$ cat src/rtl/uart_pkg.sv
// Shared UART definitions: transmit FSM encoding, default frame constants and frame length.
// Build option UART_TX_PARITY_EN adds the PARITY state and one parity bit per frame.
package uart_pkg;

   localparam int DEF_DATA_BITS    = 8;
   localparam int DEF_CLKS_PER_BIT = 16;

   localparam logic [2:0] ST_IDLE   = 3'd0;
   localparam logic [2:0] ST_START  = 3'd1;
   localparam logic [2:0] ST_DATA   = 3'd2;
   localparam logic [2:0] ST_PARITY = 3'd3;
   localparam logic [2:0] ST_STOP   = 3'd4;

   typedef enum logic [2:0] {
      TX_IDLE   = ST_IDLE,
      TX_START  = ST_START,
      TX_DATA   = ST_DATA,
`ifdef UART_TX_PARITY_EN
      TX_PARITY = ST_PARITY,
`endif
      TX_STOP   = ST_STOP
   } tx_state_t;

   function automatic int frame_bits(input int data_bits, input int stop_bits);
`ifdef UART_TX_PARITY_EN
      return 1 + data_bits + 1 + stop_bits;
`else
      return 1 + data_bits + stop_bits;
`endif
   endfunction

endpackage

$ cat src/rtl/uart_baud_gen.sv
// Bit-period timer: counts 0..CLKS_PER_BIT-1 and flags the last cycle of each bit.
// Independent of UART_TX_PARITY_EN.
module uart_baud_gen #(
   parameter int CLKS_PER_BIT = 16
) (
   input  logic Clk,
   input  logic Rst,
   input  logic Clear,
   output logic Bit_Tick
);

   localparam int CNT_W = (CLKS_PER_BIT > 1) ? $clog2(CLKS_PER_BIT) : 1;
   localparam logic [CNT_W-1:0] LAST = CNT_W'(CLKS_PER_BIT - 1);

   logic [CNT_W-1:0] baud_cnt;

   always_ff @(posedge Clk or posedge Rst) begin
      if (Rst) begin
         baud_cnt <= '0;
      end else if (Clear || (baud_cnt == LAST)) begin
         baud_cnt <= '0;
      end else begin
         baud_cnt <= baud_cnt + CNT_W'(1);
      end
   end

   assign Bit_Tick = (baud_cnt == LAST);

endmodule

$ cat src/rtl/uart_transmitter.sv
// UART transmit engine: pops the TX FIFO head and serializes start, LSB-first data, parity, stop.
// Define UART_TX_PARITY_EN to insert a parity bit (sense set by PARITY_ODD).
module uart_transmitter
   import uart_pkg::*;
#(
   parameter int DATA_BITS    = DEF_DATA_BITS,
   parameter int CLKS_PER_BIT = DEF_CLKS_PER_BIT,
   parameter int STOP_BITS    = 1,
   parameter int PARITY_ODD   = 0
) (
   input  logic                 Clk,
   input  logic                 Rst,
   input  logic [DATA_BITS-1:0] Tx_Data,
   input  logic                 Tx_Valid,
   input  logic                 BIST_Mode,
   output logic                 Tx_Read,
   output logic                 Tx_Serial,
   output logic                 Tx_Busy,
   output logic                 Tx_Done
);

   localparam int BC_W = $clog2(DATA_BITS + 1);

   tx_state_t            state;
   logic [DATA_BITS-1:0] shift_reg;
   logic [BC_W-1:0]      bit_cnt;
   logic                 bit_tick;
   logic                 frame_end;
   logic                 load;

`ifdef UART_TX_PARITY_EN
   logic                 parity_bit;
`else
   logic                 unused_parity_odd;
   assign unused_parity_odd = 1'(PARITY_ODD);
`endif

   uart_baud_gen #(
      .CLKS_PER_BIT (CLKS_PER_BIT)
   ) u_baud (
      .Clk      (Clk),
      .Rst      (Rst),
      .Clear    (state == TX_IDLE),
      .Bit_Tick (bit_tick)
   );

   // The stop counter reuses bit_cnt; a frame may chain straight into the next start bit.
   assign frame_end = (state == TX_STOP) && bit_tick && (bit_cnt == BC_W'(STOP_BITS - 1));
   assign load      = ((state == TX_IDLE) || frame_end) && Tx_Valid && !BIST_Mode;

   always_ff @(posedge Clk or posedge Rst) begin
      if (Rst) begin
         state      <= TX_IDLE;
         shift_reg  <= '0;
         bit_cnt    <= '0;
         Tx_Serial  <= 1'b1;
         Tx_Read    <= 1'b0;
         Tx_Busy    <= 1'b0;
         Tx_Done    <= 1'b0;
`ifdef UART_TX_PARITY_EN
         parity_bit <= 1'b0;
`endif
      end else begin
         Tx_Read <= 1'b0;
         Tx_Done <= frame_end;
         if (load) begin
            state      <= TX_START;
            shift_reg  <= Tx_Data;
            bit_cnt    <= '0;
            Tx_Serial  <= 1'b0;
            Tx_Read    <= 1'b1;
            Tx_Busy    <= 1'b1;
`ifdef UART_TX_PARITY_EN
            parity_bit <= (^Tx_Data) ^ 1'(PARITY_ODD);
`endif
         end else begin
            case (state)
               TX_IDLE: begin
                  Tx_Serial <= 1'b1;
                  Tx_Busy   <= 1'b0;
               end
               TX_START: begin
                  if (bit_tick) begin
                     state     <= TX_DATA;
                     Tx_Serial <= shift_reg[0];
                     shift_reg <= shift_reg >> 1;
                     bit_cnt   <= BC_W'(1);
                  end
               end
               TX_DATA: begin
                  if (bit_tick) begin
                     if (bit_cnt == BC_W'(DATA_BITS)) begin
                        bit_cnt   <= '0;
`ifdef UART_TX_PARITY_EN
                        state     <= TX_PARITY;
                        Tx_Serial <= parity_bit;
`else
                        state     <= TX_STOP;
                        Tx_Serial <= 1'b1;
`endif
                     end else begin
                        Tx_Serial <= shift_reg[0];
                        shift_reg <= shift_reg >> 1;
                        bit_cnt   <= bit_cnt + BC_W'(1);
                     end
                  end
               end
`ifdef UART_TX_PARITY_EN
               TX_PARITY: begin
                  if (bit_tick) begin
                     state     <= TX_STOP;
                     Tx_Serial <= 1'b1;
                  end
               end
`endif
               TX_STOP: begin
                  if (frame_end) begin
                     state     <= TX_IDLE;
                     bit_cnt   <= '0;
                     Tx_Serial <= 1'b1;
                     Tx_Busy   <= 1'b0;
                  end else if (bit_tick) begin
                     bit_cnt   <= bit_cnt + BC_W'(1);
                  end
               end
               default: begin
                  state     <= TX_IDLE;
                  Tx_Serial <= 1'b1;
                  Tx_Busy   <= 1'b0;
               end
            endcase
         end
      end
   end

endmodule

$ cat config.mk
export PLATFORM = sky130hd
export DESIGN_NAME = uart_transmitter
export DESIGN_NICKNAME = d
export VERILOG_FILES = /design/src/rtl/uart_pkg.sv /design/src/rtl/uart_baud_gen.sv /design/src/rtl/uart_transmitter.sv
export SDC_FILE = /design/constraint.sdc
export NUM_CORES = 1
export LEC_CHECK = 0
export ABC_AREA = 1
export BUFFER_PORTS_ARGS = -buffer_cell sky130_fd_sc_hd__buf_4
export CAP_MARGIN = 0
export CORE_MARGIN = 1.5
export CORE_UTILIZATION = 40
export CTS_BUF_LIST = sky130_fd_sc_hd__clkbuf_4
export CTS_CLUSTER_DIAMETER = 100
export CTS_CLUSTER_SIZE = 24
export DETAILED_ROUTE_END_ITERATION = 16
export SYNTH_ARGS = -nofsm -noshare
export SYNTH_HDL_FRONTEND = slang
export SYNTH_HIERARCHICAL = 1
export SYNTH_SLANG_ARGS = --single-unit
$ cat constraint.sdc
create_clock -name Clk -period 2.4 [get_ports Clk]
set_clock_uncertainty 0.1 [all_clocks]
set_input_delay 0.48 -clock Clk [delete_from_list [all_inputs] [get_ports Clk]]
set_output_delay 0.48 -clock Clk [all_outputs]
set_load 0.05 [all_outputs]
==> results.py, run 1 <==
metrics = {
    "status": {
        "status": "completed",
    },
    "floorplanning": {
        "initial_core_util_pct": 41.8,
        "die_y_microns": 62.1,
        "die_w_microns": 62.1,
        "row_count": 21,
        "core_sq_um": 3340,
        "die-area_sq_um": 3850,
        "top_level_ports": 16,
    },
    "logic_synthesis": {
        "yosys.cell_types.count": 25,
        "syn_area_per_cell_sq_um": 8.35,
        "synthCells": 167,
        "synth_top_family_by_area": "simple AND/OR/NAND/NOR gates",
        "synth_simple_gate_area_share_pct": 41.9,
        "yosys.area_share.xor_xnor_pct": 1.26,
        "syn_area_sq_um": 1400,
        "yosysSeqAreaShare_pct": 41.3,
        "synth-adder-area-share_pct": 2.69,
        "syn_nets": 182,
        "muxShareOfSynthArea_pct": 0,
        "yosysWarningCount": 6,
        "ys_seq_elements": 23,
        "synth_compound_area_share_pct": 5.83,
    },
    "cells_and_area": {
        "areaGrowthSynthToFinish_pct": 14.3,
        "final_common_cell": "nand2_1",
        "utilization_pct": 47.8,
        "n_antenna_cell": 0,
        "final_layout_size_suffix_gt1_share_pct": 29.4,
        "final_nets": 203,
        "layout_common_cells": "nand2_1 (51), dfrtp_1 (22), nand3_1 (19)",
        "largest_reg_flops": 8,
        "fin_area_sq_um": 1600,
    },
    "worst_setup_path": {
        "critPathRequiredTime_ns": 2.53,
        "critPathMaxFanout": 18,
        "setup.worst_path.class": "flip-flop to flip-flop",
        "critPathArrivalTime_ns": 2.14,
        "critPathCaptureType": "flip-flop",
        "startpoint_type": "flip-flop",
    },
    "clock_tree": {
        "clockBufferDepth": 2,
        "clkTransAtPathRegs_ns": 0.13,
        "htreeDepth": 1,
        "cts_resized": 0,
        "ctsHoldBuffers": 1,
        "post-cts-setup-buffer-count": 0,
        "cts_buffers": 3,
        "cts_root_buffer": "clkbuf_4",
        "cts_tree": "yes",
        "clk-insertion-delay-late_ns": 0.32,
        "clock-sinks": 23,
    },
    "route": {
        "routedWlPerCell_microns": 11.2,
        "ant_nets": 0,
        "vias_per_cell": 4.73,
        "drt_wl_total_microns": 2610,
        "drtPass1Iterations": 4,
        "drc_errors": 0,
        "drtIter0Drc": 32,
        "vias": 1101,
    },
    "timing": {
        "rsz0062_at_grt": "no",
        "min_period_ns": 2.01,
        "slew_headroom_pct": 50.0,
        "hold_viol_final": 0,
        "fmax_mhz": 498,
        "slew_violations": 0,
        "worst_hold_slack_ns": 0.257,
        "finalCritPeriodShare_pct": 83.7,
        "fin_setup_tns_ns": 0,
        "setup_viol": 0,
        "worstMarginPinSlew_ns": 0.750,
    },
    "power": {
        "power_density_nw_per_um2": 1150,
        "p_leak_nw": 0.876,
        "total_power_mw": 1.84,
        "ir_drop_v": 0.000340,
    },
    "global_routing": {
        "grt_start_max_net_pins": 20,
        "grt_pass1_vias": 1043,
        "grt_pass1_wl_microns": 4510,
        "gr-usage-all-layers_pct": 16.1,
        "grt-ovfl-total": 0,
        "antenna_found_initial": 0,
    },
    "flow_run": {
        "drv_cap": 0,
    },
    "placement": {
        "post-dp-hpwl_microns": 2060,
        "port_buffers": 15,
        "gp_congestion": 0.891,
        "placed_area_sq_um": 1560,
    },
    "hold_path": {
        "hp-class": "primary input to flip-flop",
    },
}
==> routing by layer <==
metal / wire, microns / part of all wire (%) / GRT usage (%)
met1: 1240 / 47 / 19.8
met2: 1260 / 48 / 27.4
met3: 71 / 2.7 / 2.69
met4: 48 / 1.8 / 7.29
met5: 0 / 0 / 0
==> cells in the mapped netlist <==
cell type | number | area [sq um]
ha_1 | 3 | 37.5
dfrtp_1 | 22 | 551
nor3b_1 | 1 | 7.51
a31oi_1 | 1 | 6.26
nand4_1 | 3 | 18.8
nand3_1 | 19 | 95.1
nor2_1 | 5 | 18.8
inv_1 | 16 | 60.1
xor2_1 | 2 | 17.5
nand2_2 | 10 | 62.6
nand2_4 | 3 | 33.8
inv_2 | 6 | 22.5
nand3_2 | 2 | 20.0
dfstp_2 | 1 | 26.3
nand2_8 | 3 | 60.1
a21oi_4 | 1 | 16.3
nand3b_4 | 1 | 20.0
nor2_4 | 1 | 11.3
nand2_1 | 51 | 191
nor2_2 | 4 | 25.0
o21bai_4 | 1 | 18.8
o21ai_1 | 6 | 30.0
nor3_2 | 2 | 20.0
buf_8 | 1 | 15.0
o21ai_0 | 2 | 10.0
==> stage by stage <==
stage	setup slack (ns)	cells
after floorplan	0.601	167
after global placement	0.477	228
after detailed placement	0.378	228
after CTS	0.368	233
after global routing	0.157	233
final	0.390	233
==> cells by family after synthesis <==
kind of cell	after synthesis
compound gates	11
xor+xnor	2
fa+ha+maj	3
buf+inv	23
flops	23
simple gates	105
==> worst max-delay path: stages, from the launching register on <==
cell      delay (ns)
dfrtp_1         0.41
ha_1            0.20
nand2_2         0.09
nor2_1          0.17
nand2_1         0.11
nor2_2          0.13
nand2_4         0.08
nand2_8         0.09
nand2_8         0.13
nand2_8         0.14
nand3b_4        0.12
nand2_1         0.09
nand2_1         0.05
==> where the power goes <==
| part | total, mW | leakage (nW) | internal, mW | switching [mW] |
|---|---|---|---|---|
| clock network | 0.184 | 0.0177 | 0.0625 | 0.121 |
| logic | 0.989 | 0.557 | 0.365 | 0.624 |
| registers | 0.665 | 0.301 | 0.543 | 0.121 |
==> path summary, 6_finish.rpt <==
path	cells after the start	end	start	slack (ns)
max	12	shift_reg[6]	u_baud/baud_cnt[0]	0.39
min	3	shift_reg[7]	Tx_Data[7]	0.26
max reg2reg	12	shift_reg[6]	u_baud/baud_cnt[0]	0.39
min reg2reg	2	Tx_Serial	Tx_Serial	0.38
max in group asynchronous	3	state[0]	Rst	0.98
min in group asynchronous	3	u_baud/baud_cnt[0]	Rst	0.50
==> final cells by class <==
| type | count | area [sq um] |
|---|---|---|
| Fill cell | 350 | 1740 |
| Multi-Input combinational cell | 121 | 721 |
| Sequential cell | 23 | 577 |
| Timing Repair Buffer | 17 | 130 |
| Inverter | 22 | 82.6 |
| Tap cell | 46 | 57.6 |
| Clock buffer | 3 | 22.5 |
| Clock inverter | 1 | 5.00 |
No activity file was read; power rests on OpenSTA's default activity.
==> run 2, diff against run 1 <==
==> constraint.sdc (replaced) <==
create_clock -name Clk -period 1.8 [get_ports Clk]
set_clock_uncertainty 0.1 [all_clocks]
set_input_delay 0.36 -clock Clk [delete_from_list [all_inputs] [get_ports Clk]]
set_output_delay 0.36 -clock Clk [all_outputs]
set_load 0.05 [all_outputs]
==> results.py, run 2 (synthesized netlist as in run 1, its figures left out) <==
metrics = {
    "route": {
        "drtIter0Drc": 27,
        "vias_per_cell": 4.75,
        "ant_nets": 0,
        "routedWlPerCell_microns": 10.9,
        "vias": 1212,
        "drtPass1Iterations": 3,
        "drc_errors": 0,
        "drt_wl_total_microns": 2780,
    },
    "worst_setup_path": {
        "startpoint_type": "flip-flop",
        "critPathCaptureType": "flip-flop",
        "critPathRequiredTime_ns": 1.97,
        "critPathArrivalTime_ns": 1.95,
        "setup.worst_path.class": "flip-flop to flip-flop",
        "critPathMaxFanout": 7,
    },
    "power": {
        "seq_power_share_pct": 32.9,
        "power_density_nw_per_um2": 1470,
        "ir_drop_v": 0.000545,
        "p_sw_share_pct": 46.2,
        "clockPowerShare_pct": 9.2,
        "p_int_mw": 1.45,
        "comb_power_share_pct": 57.9,
        "p_switching_mw": 1.25,
        "p_leak_nw": 1.01,
    },
    "placement": {
        "gp_congestion": 0.778,
        "port_buffers": 15,
        "dp_cells": 241,
        "post-dp-hpwl_microns": 2120,
        "placed_area_sq_um": 1660,
        "pre_cts_ws_ns": -0.0780,
    },
    "timing": {
        "slew_violations": 0,
        "min_period_ns": 1.78,
        "hold_viol_final": 0,
        "setup_slack_ns": 0.0183,
        "finalCritPeriodShare_pct": 99.0,
        "fmax_mhz": 561,
        "worstMarginPinSlew_ns": 0.403,
        "setup_viol": 0,
        "rsz0062_at_grt": "yes",
        "slew_headroom_pct": 73.1,
    },
    "cells_and_area": {
        "largest_reg_flops": 8,
        "layout_common_cells": "nand2_1 (49), buf_4 (35), dfrtp_1 (22)",
        "stdcell_count": 255,
        "final_nets": 225,
        "fin_area_sq_um": 1830,
        "areaGrowthSynthToFinish_pct": 31.5,
        "n_antenna_cell": 0,
        "final_layout_size_suffix_gt1_share_pct": 39.2,
        "final_common_cell": "nand2_1",
    },
    "floorplanning": {
        "top_level_ports": 16,
        "row_count": 21,
        "core_sq_um": 3340,
        "die_w_microns": 62.1,
        "die_y_microns": 62.1,
        "die-area_sq_um": 3850,
        "initial_core_util_pct": 41.8,
    },
    "clock_tree": {
        "clkTransAtPathRegs_ns": 0.14,
        "clockBufferDepth": 2,
        "cts_buffers": 3,
        "cts_root_buffer": "clkbuf_4",
        "clk-insertion-delay-late_ns": 0.31,
        "clock-sinks": 23,
        "htreeDepth": 1,
        "cts_tree": "yes",
    },
    "global_routing": {
        "grt_start_max_net_pins": 14,
        "gr-usage-all-layers_pct": 16.3,
        "grt_pass1_wl_microns": 4630,
        "grt-ovfl-total": 0,
        "grt_pass1_vias": 1118,
        "antenna_found_initial": 0,
    },
    "flow_run": {
        "drv_cap": 0,
    },
    "status": {
        "status": "completed",
    },
    "hold_path": {
        "hp-class": "primary input to flip-flop",
    },
}
run 2: cell types whose count changed in the layout (fill, tap and decap cells not counted), moves of 2 or more:
| cell | before | now |
|---|---|---|
| buf_4 | 16 | 35 |
| nand2_4 | 3 | 6 |
| buf_12 | 0 | 2 |
| nand2_1 | 51 | 49 |
| nor2_4 | 1 | 3 |
run 2: area by class of cell:
cell class              instances  area [sq um]
clock buffers                   3          22.5
clock inverters                 1          5.00
fillers                       332          1500
inverters                      22          87.6
multi-input cells             122           772
flip-flops and latches         23           577
well taps                      46          57.6
repair buffers                 38           313
run 2: layer usage:
layer / track usage, % / vias to the layer above / wire length (microns)
li1: - / 620 / -
met1: 21.5 / 577 / 1280
met2: 26.6 / 11 / 1390
met3: 2.48 / 4 / 59
met4: 6.38 / 0 / 54
met5: 0 / - / 0
run 2: power groups by stage:
stage	clock network (mW)	registers [mW]	logic, mW
5_1_grt	0.273	0.912	1.75
6_report	0.247	0.888	1.56
4_1_cts	0.251	0.886	1.54
3_3_place_gp	0	0.876	1.41
2_1_floorplan	0	0.951	1.02
3_5_place_dp	0	0.881	1.44
run 2: timing repair:
| action | 4_1_cts | 5_1_grt |
|---|---|---|
| hold buffers | 1 | 0 |
| pin swaps | 3 | 3 |
| endpoints found under the setup margin | 14 | 15 |
| gates cloned | 1 | 0 |
| gates resized for setup | 6 | 6 |
| endpoints found under the hold margin | 22 | 0 |
| setup buffers | 7 | 1 |
run 2: final timing paths:
kind / end / slack (ns) / cells after the start / start
max: shift_reg[0] / 0.02 / 11 / u_baud/baud_cnt[1]
min: shift_reg[7] / 0.14 / 3 / Tx_Data[7]
max reg2reg: shift_reg[0] / 0.02 / 11 / u_baud/baud_cnt[1]
min reg2reg: Tx_Serial / 0.38 / 2 / Tx_Serial
max in group asynchronous: Tx_Serial / 0.91 / 4 / Rst
min in group asynchronous: u_baud/baud_cnt[2] / 0.38 / 3 / Rst
run 2: critical path: stages, from the launching register on:
cell and delay [ns]:
dfrtp_1 0.42, ha_4 0.17, nand2_4 0.07, nor2_4 0.10, nand2_2 0.08, nor2_4 0.11
nand2_4 0.08, nand2_8 0.09, nand2_8 0.09, a21oi_4 0.24, nand3_1 0.12, nand2_1 0.07
run 2: through the flow:
step	power [mW]	hold slack [ns]	util, %	setup TNS (ns)
after global routing	2.94	0.124	55.0	-0.684
after floorplan	1.97	0.0261	-	0
after CTS	2.67	0.140	54.2	0
after global placement	2.28	0.162	49.6	0
after detailed placement	2.32	0.165	49.6	-0.677
final	2.70	0.138	55.0	0
==> run 3, diff against run 2 <==
--- a/config.mk
+++ b/config.mk
@@ -5,7 +5,7 @@
 export SDC_FILE = /design/constraint.sdc
 export NUM_CORES = 1
 export LEC_CHECK = 0
-export ABC_AREA = 1
+export ABC_AREA = 0
 export BUFFER_PORTS_ARGS = -buffer_cell sky130_fd_sc_hd__buf_4
 export CAP_MARGIN = 0
 export CORE_MARGIN = 1.5
==> results.py, run 3 <==
metrics = {
    "worst_setup_path": {
        "critPathMaxFanout": 7,
        "reg2reg_depth": 7,
        "crit_end": "shift_reg[0]",
        "ff2ff_setup_slack_ns": -0.12,
        "timing.rr.end": "shift_reg[0]",
        "startpoint_type": "flip-flop",
        "critPathRequiredTime_ns": 1.88,
        "critPathCaptureType": "flip-flop",
        "crit_start": "u_baud/baud_cnt[0]",
        "reg2reg_from": "u_baud/baud_cnt[0]",
        "setup.worst_path.class": "flip-flop to flip-flop",
        "critPathArrivalTime_ns": 1.99,
    },
    "logic_synthesis": {
        "syn_area_sq_um": 1360,
        "syn_nets": 155,
        "synth_most_common_cell": "dfrtp_1",
        "netlist.area_leader.share_pct": 40.6,
        "synth_edf_count": 0,
        "yosysWarningCount": 6,
        "synth_top_cell_by_area": "dfrtp_1",
        "ys_seq_elements": 23,
        "synth.top_cells.by_count": "dfrtp_1 (22), inv_1 (13), a22oi_1 (10), nand2_1 (10)",
        "synth_flop_cell": "dfrtp_1",
        "yosys.cell_types.count": 47,
        "synthCells": 140,
        "ys_async_sr_fraction_pct": 100,
        "syn_area_per_cell_sq_um": 9.68,
        "synth_area_leaders": "dfrtp_1 (41%), a22oi_1 (5.5%), mux2i_1 (5.2%), inv_1 (3.6%), ha_1 (2.8%)",
        "yosysSeqAreaShare_pct": 42.6,
    },
    "cells_and_area": {
        "stdcell_count": 231,
        "fillers": 279,
        "multi_input_area_sq_um": 747,
        "final_common_cell": "buf_4",
        "final_layout_size_suffix_gt1_share_pct": 39.6,
        "largest_reg_flops": 8,
        "utilization_pct": 59.4,
        "areaGrowthSynthToFinish_pct": 37.0,
        "layout_common_cells": "buf_4 (48), dfrtp_1 (22), inv_1 (11)",
        "n_antenna_cell": 0,
        "final_nets": 203,
        "regArea_sq_um": 577,
    },
    "timing": {
        "setup_slack_ns": -0.115,
        "rsz0062_at_grt": "yes",
        "fmax_mhz": 522,
        "hold_viol_final": 0,
        "fin_setup_tns_ns": -1.02,
        "worstMarginPinSlew_ns": 0.399,
        "slew_headroom_pct": 73.3,
        "setup_viol": 13,
        "finalCritPeriodShare_pct": 106,
        "min_period_ns": 1.92,
        "slew_violations": 0,
    },
    "route": {
        "drtPass1Iterations": 4,
        "drtIter0Drc": 40,
        "drc_errors": 0,
        "routedWlPerCell_microns": 13.1,
        "drt_wl_total_microns": 3040,
        "vias_per_cell": 5.26,
        "vias": 1214,
        "ant_nets": 0,
    },
    "placement": {
        "port_buffers": 15,
        "post-dp-hpwl_microns": 2300,
        "gp_congestion": 0.804,
        "dp_cells": 220,
        "pre_cts_ws_ns": -0.208,
    },
    "floorplanning": {
        "row_count": 20,
        "initial_core_util_pct": 43.3,
        "die_w_microns": 61.2,
        "top_level_ports": 16,
        "core_sq_um": 3130,
        "die-area_sq_um": 3750,
        "die_y_microns": 61.2,
    },
    "clock_tree": {
        "clockBufferDepth": 2,
        "cts_root_buffer": "clkbuf_4",
        "clk-insertion-delay-late_ns": 0.30,
        "cts_buffers": 3,
        "htreeDepth": 1,
        "clock-sinks": 23,
        "cts_tree": "yes",
        "clkTransAtPathRegs_ns": 0.13,
    },
    "power": {
        "p_switching_mw": 0.197,
        "p_int_mw": 0.638,
        "total_power_mw": 0.835,
        "comb_power_share_pct": 7.6,
        "power_density_nw_per_um2": 450,
        "p_leak_nw": 0.901,
        "ir_drop_v": 0.000216,
        "seq_power_share_pct": 63.4,
        "p_sw_share_pct": 23.6,
        "clockPowerShare_pct": 29.0,
    },
    "global_routing": {
        "gr-usage-all-layers_pct": 18.0,
        "antenna_found_initial": 0,
        "grt_start_max_net_pins": 14,
        "grt_pass1_wl_microns": 5020,
        "grt_pass1_vias": 1128,
        "grt-ovfl-total": 0,
    },
    "hold_path": {
        "hp-class": "primary input to flip-flop",
        "worstHoldStart": "Tx_Data[7]",
    },
    "status": {
        "status": "finished with violations",
        "violations": "setup timing",
    },
    "flow_run": {
        "drv_cap": 0,
    },
}
## run 3: through the flow
stage                     hold slack (ns)  instance area, sq um
after floorplan                    0.0261                  1380
after global placement              0.162                  1710
after detailed placement            0.175                  1710
after CTS                           0.175                  1820
after global routing                0.157                  1860
final                               0.183                  1860
## run 3: logic make-up (layout without fill, tap and decap cells)
group	after synthesis	count (layout)	synth area share [%]
AO/OA/AOI/OAI	39	39	21.1
XOR/XNOR	1	1	0.646
adder cells (fa/ha/maj)	3	3	2.77
buffers and inverters	22	69	7.66
flip-flops	23	23	42.6
multiplexers	7	7	5.17
AND/OR/NAND/NOR	45	45	20.0
## run 3: what timing repair did
action,4_1_cts,5_1_grt
endpoints found under the setup margin,13,14
gates resized for setup,9,3
pin swaps,8,9
buffers inserted,4,2
hold buffers,1,0
hold endpoints to repair,22,0
## run 3: power groups by stage
stage	Sequential (mW)	Combinational, mW	Clock [mW]
after floorplan	0.547	0.0207	0
after global placement	0.539	0.0607	0
after detailed placement	0.539	0.0627	0
after CTS	0.530	0.0649	0.251
after global routing	0.531	0.0705	0.277
final	0.529	0.0635	0.242
## run 3: critical path: stages, from the launching register on
cell,delay (ns)
dfrtp_1,0.38
ha_2,0.18
and3_4,0.23
nand4bb_4,0.13
a211o_4,0.37
buf_8,0.15
mux2i_1,0.15
a22oi_1,0.10
## run 3: area by class of cell
| type | count | area share (%) |
|---|---|---|
| Multi-Input combinational cell | 95 | 40.2 |
| Sequential cell | 23 | 31.1 |
| Timing Repair Buffer | 51 | 21.4 |
| Tap cell | 44 | 2.96 |
| Inverter | 14 | 2.90 |
| Clock buffer | 3 | 1.21 |
| Clock inverter | 1 | 0.270 |
## run 3: how the worst min path moves through the flow
stage,endpoint,slack (ns),depth (start not counted)
floorplan,u_baud/baud_cnt[0],0.03,1
CTS,shift_reg[7],0.18,2
detailed placement,u_baud/baud_cnt[3],0.17,2
finish,shift_reg[7],0.18,2
global placement,u_baud/baud_cnt[3],0.16,2
global route,shift_reg[7],0.16,2
## run 3: layer usage
layer  global-route usage, %  wire length [microns]  up-vias
li1                        -                      -      602
met1                    24.4                   1450      589
met2                    29.6                   1470       19
met3                    2.10                     83        4
met4                    6.52                     30        0
met5                       0                      0        -
